===== src/rtl/wavegen_pkg.sv =====
// Shared types and constants for the waveform segment sequencer.
// Holds the FSM state encoding, generator waveform selects and the segment table entry layout.
package wavegen_pkg;

  localparam int NUM_SEG_DEF = 8;
  localparam int CW          = 32;

  typedef enum logic [1:0] {
    ST_IDLE  = 2'd0,
    ST_PLAY  = 2'd1,
    ST_PAUSE = 2'd2
  } state_t;

  typedef enum logic [1:0] {
    WAVE_NCO   = 2'b00,
    WAVE_CHIRP = 2'b01,
    WAVE_SAW   = 2'b10,
    WAVE_PULSE = 2'b11
  } wave_t;

  // 98-bit table entry: select, frequency word, duty word, duration
  typedef struct packed {
    wave_t         sel;
    logic [CW-1:0] freq;
    logic [CW-1:0] duty;
    logic [CW-1:0] len;
  } seg_entry_t;

  // A zero duration still plays the segment for one cycle
  function automatic logic [CW-1:0] eff_len(input logic [CW-1:0] len);
    return (len == '0) ? CW'(1) : len;
  endfunction

endpackage


===== src/rtl/wave_sequencer_if.sv =====
// Configuration, control and generator-facing signals of the wave sequencer.
// The master side programs and controls the sequencer; the slave side is the sequencer itself.
interface wave_sequencer_if #(
  parameter int SW = 3
) ();
  import wavegen_pkg::*;

  logic          cfg_we;
  logic [SW-1:0] cfg_addr;
  logic [1:0]    cfg_sel;
  logic [CW-1:0] cfg_freq;
  logic [CW-1:0] cfg_duty;
  logic [CW-1:0] cfg_len;
  logic [SW-1:0] last_seg;
  logic          loop_en;
  logic          start;
  logic          stop;
  logic          pause;

  logic [1:0]    wave_sel;
  logic [CW-1:0] freq_ctrl;
  logic [CW-1:0] pulse_duty_cycle;
  logic          busy;
  logic [SW-1:0] seg_idx;
  logic          seg_done;
  logic          seq_done;

  modport master (
    output cfg_we, cfg_addr, cfg_sel, cfg_freq, cfg_duty, cfg_len,
    output last_seg, loop_en, start, stop, pause,
    input  wave_sel, freq_ctrl, pulse_duty_cycle, busy, seg_idx, seg_done, seq_done
  );

  modport slave (
    input  cfg_we, cfg_addr, cfg_sel, cfg_freq, cfg_duty, cfg_len,
    input  last_seg, loop_en, start, stop, pause,
    output wave_sel, freq_ctrl, pulse_duty_cycle, busy, seg_idx, seg_done, seq_done
  );

endinterface


===== src/rtl/seg_table.sv =====
// Segment parameter register file: one write port, two combinational read ports.
// Entries clear on reset so an unprogrammed segment drives all-zero controls.
module seg_table
  import wavegen_pkg::*;
#(
  parameter int NUM_SEG = NUM_SEG_DEF,
  parameter int SW      = $clog2(NUM_SEG)
) (
  input  logic          clk,
  input  logic          rst,
  input  logic          we,
  input  logic [SW-1:0] waddr,
  input  seg_entry_t    wdata,
  input  logic [SW-1:0] raddr_a,
  output seg_entry_t    rdata_a,
  input  logic [SW-1:0] raddr_b,
  output seg_entry_t    rdata_b
);

  seg_entry_t mem_reg [NUM_SEG];

  always_ff @(posedge clk or posedge rst) begin
    if (rst) begin
      for (int i = 0; i < NUM_SEG; i++) begin
        mem_reg[i] <= '0;
      end
    end else if (we) begin
      mem_reg[waddr] <= wdata;
    end
  end

  assign rdata_a = mem_reg[raddr_a];
  assign rdata_b = mem_reg[raddr_b];

endmodule


===== src/rtl/wave_sequencer.sv =====
// Plays a programmable list of waveform segments, driving registered select/frequency/duty
// words to a waveform generator with no gap cycles between segments.
module wave_sequencer
  import wavegen_pkg::*;
#(
  parameter int NUM_SEG = NUM_SEG_DEF,
  parameter int SW      = $clog2(NUM_SEG)
) (
  input logic            clk,
  input logic            rst,
  wave_sequencer_if.slave bus
);

  state_t        state_reg, state_next;
  logic [SW-1:0] seg_idx_reg, seg_idx_next;
  logic [CW-1:0] remaining_reg, remaining_next;
  wave_t         wave_sel_reg, wave_sel_next;
  logic [CW-1:0] freq_reg, freq_next;
  logic [CW-1:0] duty_reg, duty_next;
  logic          seg_done_reg, seg_done_next;
  logic          seq_done_reg, seq_done_next;

  seg_entry_t    wr_entry;
  seg_entry_t    head_entry;
  seg_entry_t    succ_entry;
  seg_entry_t    load_entry;
  logic          load;
  logic          clear;

  assign wr_entry = '{sel: wave_t'(bus.cfg_sel), freq: bus.cfg_freq,
                      duty: bus.cfg_duty, len: bus.cfg_len};

  // Port a always serves restarts from entry 0, port b the successor of the playing segment
  seg_table #(
    .NUM_SEG (NUM_SEG),
    .SW      (SW)
  ) u_seg_table (
    .clk     (clk),
    .rst     (rst),
    .we      (bus.cfg_we),
    .waddr   (bus.cfg_addr),
    .wdata   (wr_entry),
    .raddr_a ('0),
    .rdata_a (head_entry),
    .raddr_b (seg_idx_reg + SW'(1)),
    .rdata_b (succ_entry)
  );

  always_comb begin
    state_next     = state_reg;
    seg_idx_next   = seg_idx_reg;
    remaining_next = remaining_reg;
    wave_sel_next  = wave_sel_reg;
    freq_next      = freq_reg;
    duty_next      = duty_reg;
    seq_done_next  = 1'b0;
    load           = 1'b0;
    clear          = 1'b0;
    load_entry     = head_entry;

    unique case (state_reg)
      ST_IDLE: begin
        if (bus.start && !bus.stop) begin
          load         = 1'b1;
          seg_idx_next = '0;
          state_next   = ST_PLAY;
        end
      end
      ST_PLAY, ST_PAUSE: begin
        if (bus.stop) begin
          clear = 1'b1;
        end else if (bus.pause) begin
          state_next = ST_PAUSE;
        end else begin
          state_next = ST_PLAY;
          if (remaining_reg > CW'(1)) begin
            remaining_next = remaining_reg - CW'(1);
          end else if (seg_idx_reg < bus.last_seg) begin
            load         = 1'b1;
            load_entry   = succ_entry;
            seg_idx_next = seg_idx_reg + SW'(1);
          end else if (bus.loop_en) begin
            load         = 1'b1;
            seg_idx_next = '0;
          end else begin
            clear         = 1'b1;
            seq_done_next = 1'b1;
          end
        end
      end
      default: begin
        clear = 1'b1;
      end
    endcase

    if (load) begin
      wave_sel_next  = load_entry.sel;
      freq_next      = load_entry.freq;
      duty_next      = load_entry.duty;
      remaining_next = eff_len(load_entry.len);
    end

    if (clear) begin
      state_next     = ST_IDLE;
      seg_idx_next   = '0;
      remaining_next = '0;
      wave_sel_next  = WAVE_NCO;
      freq_next      = '0;
      duty_next      = '0;
    end

    // Registered so it lines up with the cycle whose remaining count is 1
    seg_done_next = (state_next == ST_PLAY) && (remaining_next == CW'(1));
  end

  always_ff @(posedge clk or posedge rst) begin
    if (rst) begin
      state_reg     <= ST_IDLE;
      seg_idx_reg   <= '0;
      remaining_reg <= '0;
      wave_sel_reg  <= WAVE_NCO;
      freq_reg      <= '0;
      duty_reg      <= '0;
      seg_done_reg  <= 1'b0;
      seq_done_reg  <= 1'b0;
    end else begin
      state_reg     <= state_next;
      seg_idx_reg   <= seg_idx_next;
      remaining_reg <= remaining_next;
      wave_sel_reg  <= wave_sel_next;
      freq_reg      <= freq_next;
      duty_reg      <= duty_next;
      seg_done_reg  <= seg_done_next;
      seq_done_reg  <= seq_done_next;
    end
  end

  assign bus.wave_sel         = wave_sel_reg;
  assign bus.freq_ctrl        = freq_reg;
  assign bus.pulse_duty_cycle = duty_reg;
  assign bus.busy             = (state_reg != ST_IDLE);
  assign bus.seg_idx          = seg_idx_reg;
  assign bus.seg_done         = seg_done_reg;
  assign bus.seq_done         = seq_done_reg;

endmodule


===== src/flat_wrapper.sv =====
// flat-port wrapper written by rule: the top's interface ports become plain ports
module wave_sequencer_flat import wavegen_pkg::*;
#(
  parameter int NUM_SEG = NUM_SEG_DEF,
  parameter int SW      = $clog2(NUM_SEG)
)
  (clk, rst, bus_cfg_we, bus_cfg_addr, bus_cfg_sel, bus_cfg_freq, bus_cfg_duty, bus_cfg_len, bus_last_seg, bus_loop_en, bus_start, bus_stop, bus_pause, bus_wave_sel, bus_freq_ctrl, bus_pulse_duty_cycle, bus_busy, bus_seg_idx, bus_seg_done, bus_seq_done);
  wave_sequencer_if #(.SW(SW)) bus_i ();
  input logic clk;
  input logic rst;
  input wire logic [$bits(bus_i.cfg_we)-1:0] bus_cfg_we;
  input wire logic [$bits(bus_i.cfg_addr)-1:0] bus_cfg_addr;
  input wire logic [$bits(bus_i.cfg_sel)-1:0] bus_cfg_sel;
  input wire logic [$bits(bus_i.cfg_freq)-1:0] bus_cfg_freq;
  input wire logic [$bits(bus_i.cfg_duty)-1:0] bus_cfg_duty;
  input wire logic [$bits(bus_i.cfg_len)-1:0] bus_cfg_len;
  input wire logic [$bits(bus_i.last_seg)-1:0] bus_last_seg;
  input wire logic [$bits(bus_i.loop_en)-1:0] bus_loop_en;
  input wire logic [$bits(bus_i.start)-1:0] bus_start;
  input wire logic [$bits(bus_i.stop)-1:0] bus_stop;
  input wire logic [$bits(bus_i.pause)-1:0] bus_pause;
  output wire logic [$bits(bus_i.wave_sel)-1:0] bus_wave_sel;
  output wire logic [$bits(bus_i.freq_ctrl)-1:0] bus_freq_ctrl;
  output wire logic [$bits(bus_i.pulse_duty_cycle)-1:0] bus_pulse_duty_cycle;
  output wire logic [$bits(bus_i.busy)-1:0] bus_busy;
  output wire logic [$bits(bus_i.seg_idx)-1:0] bus_seg_idx;
  output wire logic [$bits(bus_i.seg_done)-1:0] bus_seg_done;
  output wire logic [$bits(bus_i.seq_done)-1:0] bus_seq_done;
  assign bus_i.cfg_we = bus_cfg_we;
  assign bus_i.cfg_addr = bus_cfg_addr;
  assign bus_i.cfg_sel = bus_cfg_sel;
  assign bus_i.cfg_freq = bus_cfg_freq;
  assign bus_i.cfg_duty = bus_cfg_duty;
  assign bus_i.cfg_len = bus_cfg_len;
  assign bus_i.last_seg = bus_last_seg;
  assign bus_i.loop_en = bus_loop_en;
  assign bus_i.start = bus_start;
  assign bus_i.stop = bus_stop;
  assign bus_i.pause = bus_pause;
  assign bus_wave_sel = bus_i.wave_sel;
  assign bus_freq_ctrl = bus_i.freq_ctrl;
  assign bus_pulse_duty_cycle = bus_i.pulse_duty_cycle;
  assign bus_busy = bus_i.busy;
  assign bus_seg_idx = bus_i.seg_idx;
  assign bus_seg_done = bus_i.seg_done;
  assign bus_seq_done = bus_i.seq_done;
  wave_sequencer #(.NUM_SEG(NUM_SEG), .SW(SW)) u_core (.clk(clk), .rst(rst), .bus(bus_i));
endmodule

===== config.mk =====
export PLATFORM = sky130hd
export DESIGN_NAME = wave_sequencer_flat
export DESIGN_NICKNAME = d
export VERILOG_FILES = /design/src/rtl/wavegen_pkg.sv /design/src/rtl/wave_sequencer_if.sv /design/src/rtl/seg_table.sv /design/src/rtl/wave_sequencer.sv /design/src/flat_wrapper.sv
export SDC_FILE = /design/constraint.sdc
export NUM_CORES = 2
export LEC_CHECK = 0
export ABC_CLOCK_PERIOD_IN_PS = 26200
export CORE_ASPECT_RATIO = 0.8
export CORE_MARGIN = 2
export CORE_UTILIZATION = 55
export CTS_BUF_LIST = sky130_fd_sc_hd__clkbuf_16
export DETAILED_ROUTE_END_ITERATION = 10
export DONT_BUFFER_PORTS = 1
export PLACE_DENSITY = 0.73
export SLEW_MARGIN = 20
export SYNTH_ARGS = -nofsm -noshare
export SYNTH_HDL_FRONTEND = slang
export SYNTH_HIERARCHICAL = 1
export SYNTH_SLANG_ARGS = --single-unit

===== constraint.sdc =====
create_clock -name clk -period 26.2 [get_ports clk]
set_clock_uncertainty 0.2 [all_clocks]
set_input_delay 5.24 -clock clk [delete_from_list [all_inputs] [get_ports clk]]
set_output_delay 5.24 -clock clk [all_outputs]
set_load 0.02 [all_outputs]

Yosys cells after proc, flatten, opt, wreduce, memory -nomap -nowiden. Index checks and enable logic that the tools add are counted. W data, S select, Z words.

Flip-flop bits (word level): 889. Bits in latches: 0. Bits in writable memories: 0. ROM bits: 0. Input bits: 111. Output and inout bits: 72. Logic and storage cells: 121. Memories kept: 0.

$add $sub $neg: 2. Multipliers: 0. Divide/modulo/power cells: 0. Order comparisons: 5. Equality and inequality tests: 9. Shift-type cells: 0. Mux-type cells: 52. Bitwise gates (word level): 2. Reduce and logical (&&, ||, !) cells: 11.

Operators with widths (count): $bwmux W784 (1); $mux W98 (8); $mux W32 (11); $bmux W98 S3 (1); $demux W98 S3 (1); $eq A32 B1 Y1 const B (1); $gt A32 B1 Y1 const B (1); $logic_not A32 Y1 (1); $sub A32 B1 Y32 const B (1); $mux W3 (7); $mux W1 (13); $mux W2 (6); $ne A3 B2 Y1 const B (3); $ge A4 B4 Y1 const B (2); $not A3 Y4 (2); $pmux W3 S2 (1); $reduce_and A6 Y1 (1); $eq A2 B1 Y1 const B (2); $lt A4 B1 Y1 const B (1); $ne A4 B2 Y1 const B (1); $pmux W1 S2 (2); $pmux W2 S2 (1); $reduce_bool A2 Y1 (2); $add A3 B1 Y3 const B (1); 8 further kinds (10).

Depth between registers and ports, before layout.
Depth in word-level cells: 16. Mapped depth: 17. Gate-level depth less buffers: 13.

By module. Netlist, hierarchy kept.

Modules (own cells, without submodules): seg_table (instances 1, cells each 2362, area an instance 40684.0 um^2, seq. area each 19618.8 um^2); wave_sequencer (instances 1, cells each 734, area an instance 6328.6 um^2, seq. area each 2627.5 um^2).

Worst setup path after synthesis. Ideal clock, no wire load.

Path kind: input port to flip-flop. From: in bus_pause. To: reg u_core.seg_done_reg, in the netlist u_core/bus.seg_done. Setup time: 0.096 ns. Data arrival time: 7.615 ns. Data required time: 25.904 ns. Path slack: 18.289 ns. Cell stages on the path: 9. Cells stage by stage: nor3b_2 nand4_1 a2111oi_1 nand2_1 xor2_1 and4_1 a41oi_1 or4b_1 nor4_2.

Word-level cells in the longest chain between the ends: 9. Elaborated cells on any way between the ends: 23.

Ends and longest elaborated chain: start: declaration (line flat_wrapper.sv:21) `input wire logic [$bits(bus_i.pause)-1:0] bus_pause;`; $mux W98 (line wave_sequencer.sv:72) `end else if (bus.pause) begin`; $mux W98 (line wave_sequencer.sv:70) `if (bus.stop) begin`; $mux W98 (line wave_sequencer.sv:61) `unique case (state_reg)`; $logic_not A32 Y1 (line wavegen_pkg.sv:31) `return (len == '0) ? CW'(1) : len;`; $mux W32 (line wavegen_pkg.sv:31); $mux W32 (line wave_sequencer.sv:96) `if (load) begin`; $mux W32 (line wave_sequencer.sv:103) `if (clear) begin`; $eq A32 B1 Y1 (line wave_sequencer.sv:113) `seg_done_next = (state_next == ST_PLAY) && (remaining_next == CW'(1));`; $logic_and A1 B1 Y1 * (line wave_sequencer.sv:113); via u_core.seg_done_next (line wave_sequencer.sv:20) `logic seg_done_reg, seg_done_next;`; end signal: assignment (line wave_sequencer.sv:133) `seg_done_reg <= seg_done_next;`; end: declaration (line wave_sequencer.sv:20).

The timed path passes the listed nets; every way through them passes the cells marked *. A chain may end at the register's enable or synchronous reset.

Worst setup path after layout.
From: in bus_last_seg[2]. To: reg u_core.seg_done_reg, in the netlist u_core/bus.seg_done.

Word-level cells in the longest chain between the ends: 12. Elaborated cells on any way between the ends: 24.

Ends and longest elaborated chain: start: declaration (line flat_wrapper.sv:17) `input wire logic [$bits(bus_i.last_seg)-1:0] bus_last_seg;`; $lt A3 B3 Y1 * (line wave_sequencer.sv:78) `end else if (seg_idx_reg < bus.last_seg) begin`; $mux W98 (line wave_sequencer.sv:78); $mux W98 (line wave_sequencer.sv:76) `if (remaining_reg > CW'(1)) begin`; $mux W98 (line wave_sequencer.sv:72); $mux W98 (line wave_sequencer.sv:70); $mux W98 (line wave_sequencer.sv:61); $logic_not A32 Y1 (line wavegen_pkg.sv:31); $mux W32 (line wavegen_pkg.sv:31); $mux W32 (line wave_sequencer.sv:96); $mux W32 (line wave_sequencer.sv:103); $eq A32 B1 Y1 (line wave_sequencer.sv:113); $logic_and A1 B1 Y1 * (line wave_sequencer.sv:113); via u_core.seg_done_next (line wave_sequencer.sv:20).

Marks and branches as above.

==> summary.txt <==
Run status
  • Status: finished clean

Pwr
  • Pwr dens: approximately 90 nW/um^2
  • Sw frac: 0.3170
  • Leakage power: about 20 nW
  • Gate power share: 0.281
  • Sw Pwr: ~1.4 mW
  • Reg power frac: 0.436
  • Tot Pwr: 4.563 mW
  • Maximum VDD drop: 0.05937 mV
  • Clk pwr share: 0.283
  • Pint: about 3.1 mW

Setup path
  • Startpoint Class: input port
  • Crit path kind: input port to flip-flop
  • Delay-heaviest family, CP: compound AO/OA/AOI/OAI gates
  • Buf/Inv on CP: 2
  • Worst EP required: between 20,000 and 30,000 ps
  • Largest stage delay on the critical path: ~860 ps
  • CP endpoint kind: flip-flop
  • CP Cell Sequence: inv_1, ha_1, a21o_1, a31oi_1, o211ai_1, o22ai_4, buf_4, nand3_1, o2111ai_1, nor4_2
  • Critical path arrival: ~9100 ps
  • Crit path max-delay cell type: nand3_1
  • Max Fanout on Critical Path: between 80 and 90

Logic synthesis
  • Synth async-reset ratio: 1.000
  • Synth Register Bits: roughly 890
  • Distinct cells, synth: between 70 and 80
  • Gate Count Post-Synth: approximately 3,100
  • Synth warn: 6
  • Most used DFF post-synth: dfrtp_1
  • Share of the synthesized area in the top cell type: 0.4732
  • Register area share after synthesis: 0.4732
  • Cell Area, Synth: between 40,000 and 50,000 sq um
  • Area leader, netlist: dfrtp_1
  • Post-synth EDFFs: 0
  • Area contributors post-synth: dfrtp_1 47%, mux2_2 23%, mux4_2 19%
  • Post-Syn Area per Cell: 15.18 sq um

Die
  • Initial Utilization: 0.5579
  • Die area: just under 90,000 sq um
  • Rows: 95
  • Top Ports: roughly 180
  • Die height: 265.5 microns
  • Core footprint: ~84,000 sq um
  • Die W: about 330 microns

Clocking
  • Clk_lat worst skew: about 670 ps
  • Post-CTS Hold Buffers: 0
  • Clk buf depth: 3
  • Root Buffer Master: clkbuf_16
  • PostCTS Resize Cnt: 0
  • Clk slew on worst S/H paths: 70 ps
  • CTS tree: done
  • CTS Buf Count: approximately 90
  • Clock sinks: around 890
  • H-tree Lvls: 3
  • Postcts setup bufs: 0

Timing
  • Worst slew pin tran: 1100 ps
  • Min Hold Slack: ~310 ps
  • Slew Viols, Final: 0
  • Fmax: between 100 and 150 MHz
  • RSZ-0062 raised after global routing: false
  • Tmin final: between 8000 and 9000 ps
  • Final Cycle Share: 0.3343
  • Setup Viol. Count Final: 0
  • Setup TNS Final: 0 ps
  • Fin. Hold Viols: 0
  • Slew Limit Headroom: 0.2669

Cells and area
  • Nets: 3,095
  • Max reg flops: slightly below 800
  • Fin area: between 50,000 and 60,000 sq um
  • Share of layout cells above drive strength 1: 0.5033
  • FILL cells: ~6,000
  • Synth-to-layout area growth: 7.545%

Routing
  • Drt via density: just under 7
  • Drt pass-1 iters: 5
  • Wirelength per Cell: around 29 microns
  • Via count: around 29,000
  • DRT iter0 DRCs: approximately 2,200
  • ANT nets after route: 0
  • DRC: 0
  • Routed WL: between 100,000 and 150,000 microns

Run
  • Max cap viols: 0

Placed design
  • Dpl hpwl: 65,710 microns
  • Placed cell area: about 48,000 sq um
  • Port Buffer Count: 0
  • RePlAce Congestion: 0.8690

Global routing
  • Antenna violations before repair: 0
  • Global-route wire length before repair: between 150,000 and 200,000 microns
  • Largest net degree at the start of global routing: slightly below 200
  • Overflow after GRT: 0
  • Vias in the first global route: roughly 31,000
  • GRT Total Usage: 0.2813

Hold path
  • Worst min path class: flip-flop to flip-flop
-- layer usage --
metal	up-vias	global-route usage	part of all wire
met3	239	0.06891	0.085
met2	1070	0.4408	0.48
met1	15530	0.3945	0.41
met5	-	0	0
li1	11770	-	-
met4	0	0.07827	0.026
-- stage by stage --
step | setup WS [ps] | instances | utilization
floorplan | 10000 | 3098 | -
global placement | 16960 | 3997 | 0.5648
detailed placement | 16860 | 3997 | 0.5648
CTS | 17580 | 4162 | 0.5995
global route | 17180 | 4163 | 0.5999
finish | 17440 | 4164 | 0.5999
-- placed cells by master (no fill, tap or decap), drive strengths merged, types with 4 or more instances in the layout --
master  count
mux2      981
dfrtp     889
mux4      392
nand2     157
clkbuf     93
nor2       89
a311oi     68
clkinv     38
inv        37
mux2i      34
buf        34
nor3       24
nor4       23
o22ai      20
o21ai      13
xnor2      12
a211oi     11
xor2       10
a21oi       9
nand4       9
bufinv      8
or3         8
or4         8
nand3       8
ha          7
o31ai       4
-- synth_stat cells, types with 12 or more instances --
cell type    n
mux2_1      20
buf_1       17
mux4_2     392
inv_1       14
mux2_2     961
dfrtp_1    889
o21ai_0     12
buf_4       15
a311oi_1    68
buf_2      133
o22ai_1     20
nand2_1    156
nor3_1      23
clkbuf_1    61
nor2_1      89
xnor2_1     12
mux2i_1     34
buf_6       23
nor4_1      20
-- final timing paths --
path	startpoint	to	slack, ps	depth (start not counted)
max in group asynchronous	rst	u_core/u_seg_table/mem_reg[656]$_DFFE_PP0P_	18980	4
worst max register to register	u_core/bus.seg_idx[0]$_DFFE_PP0P_	u_core/bus.seg_done$_DFF_PP0_	19880	13
min in group asynchronous	rst	u_core/bus.seg_idx[2]$_DFFE_PP0P_	4290	1
worst max-delay path	bus_last_seg[2]	u_core/bus.seg_done$_DFF_PP0_	17440	10
worst min-delay path	u_core/u_seg_table/mem_reg[695]$_DFFE_PP0P_	u_core/u_seg_table/mem_reg[695]$_DFFE_PP0P_	310	1
worst min register to register	u_core/u_seg_table/mem_reg[695]$_DFFE_PP0P_	u_core/u_seg_table/mem_reg[695]$_DFFE_PP0P_	310	1
-- layout make-up --
cell class,count,area (sq um),area share
clock inverter,72,595.6,0.01178
multi-input combinational,1946,23510,0.4650
timing repair buffer,34,411.6,0.008142
inverter,14,68.82,0.001361
tap,1115,1395,0.02759
sequential,889,22250,0.4400
clock buffer,93,2327,0.04603
antenna,1,2.502,0.00004949
-- power by group through the flow --
stage	Clock [mW]	Combinational (mW)	Sequential, mW
after floorplan	0	1.01	1.91
after global placement	0	1.22	1.97
after detailed placement	0	1.26	2.01
after CTS	1.31	1.27	1.99
after global routing	1.37	1.37	2.03
final	1.29	1.28	1.99
-- kinds of logic (layout without fill, tap and decap cells) --
family,count (synthesis),after routing,synth area share
and+or+nand+nor,353,353,0.03588
DFF,889,889,0.4732
muxes,1407,1407,0.4300
other,1,4,0.00007977
xor gates and xnor gates,22,22,0.004098
adders and majority gates,7,7,0.001863
AOI/OAI and AO/OA,154,154,0.02547
buffers and inverters,263,213,0.02941
Power figures use the tool's default switching activity.
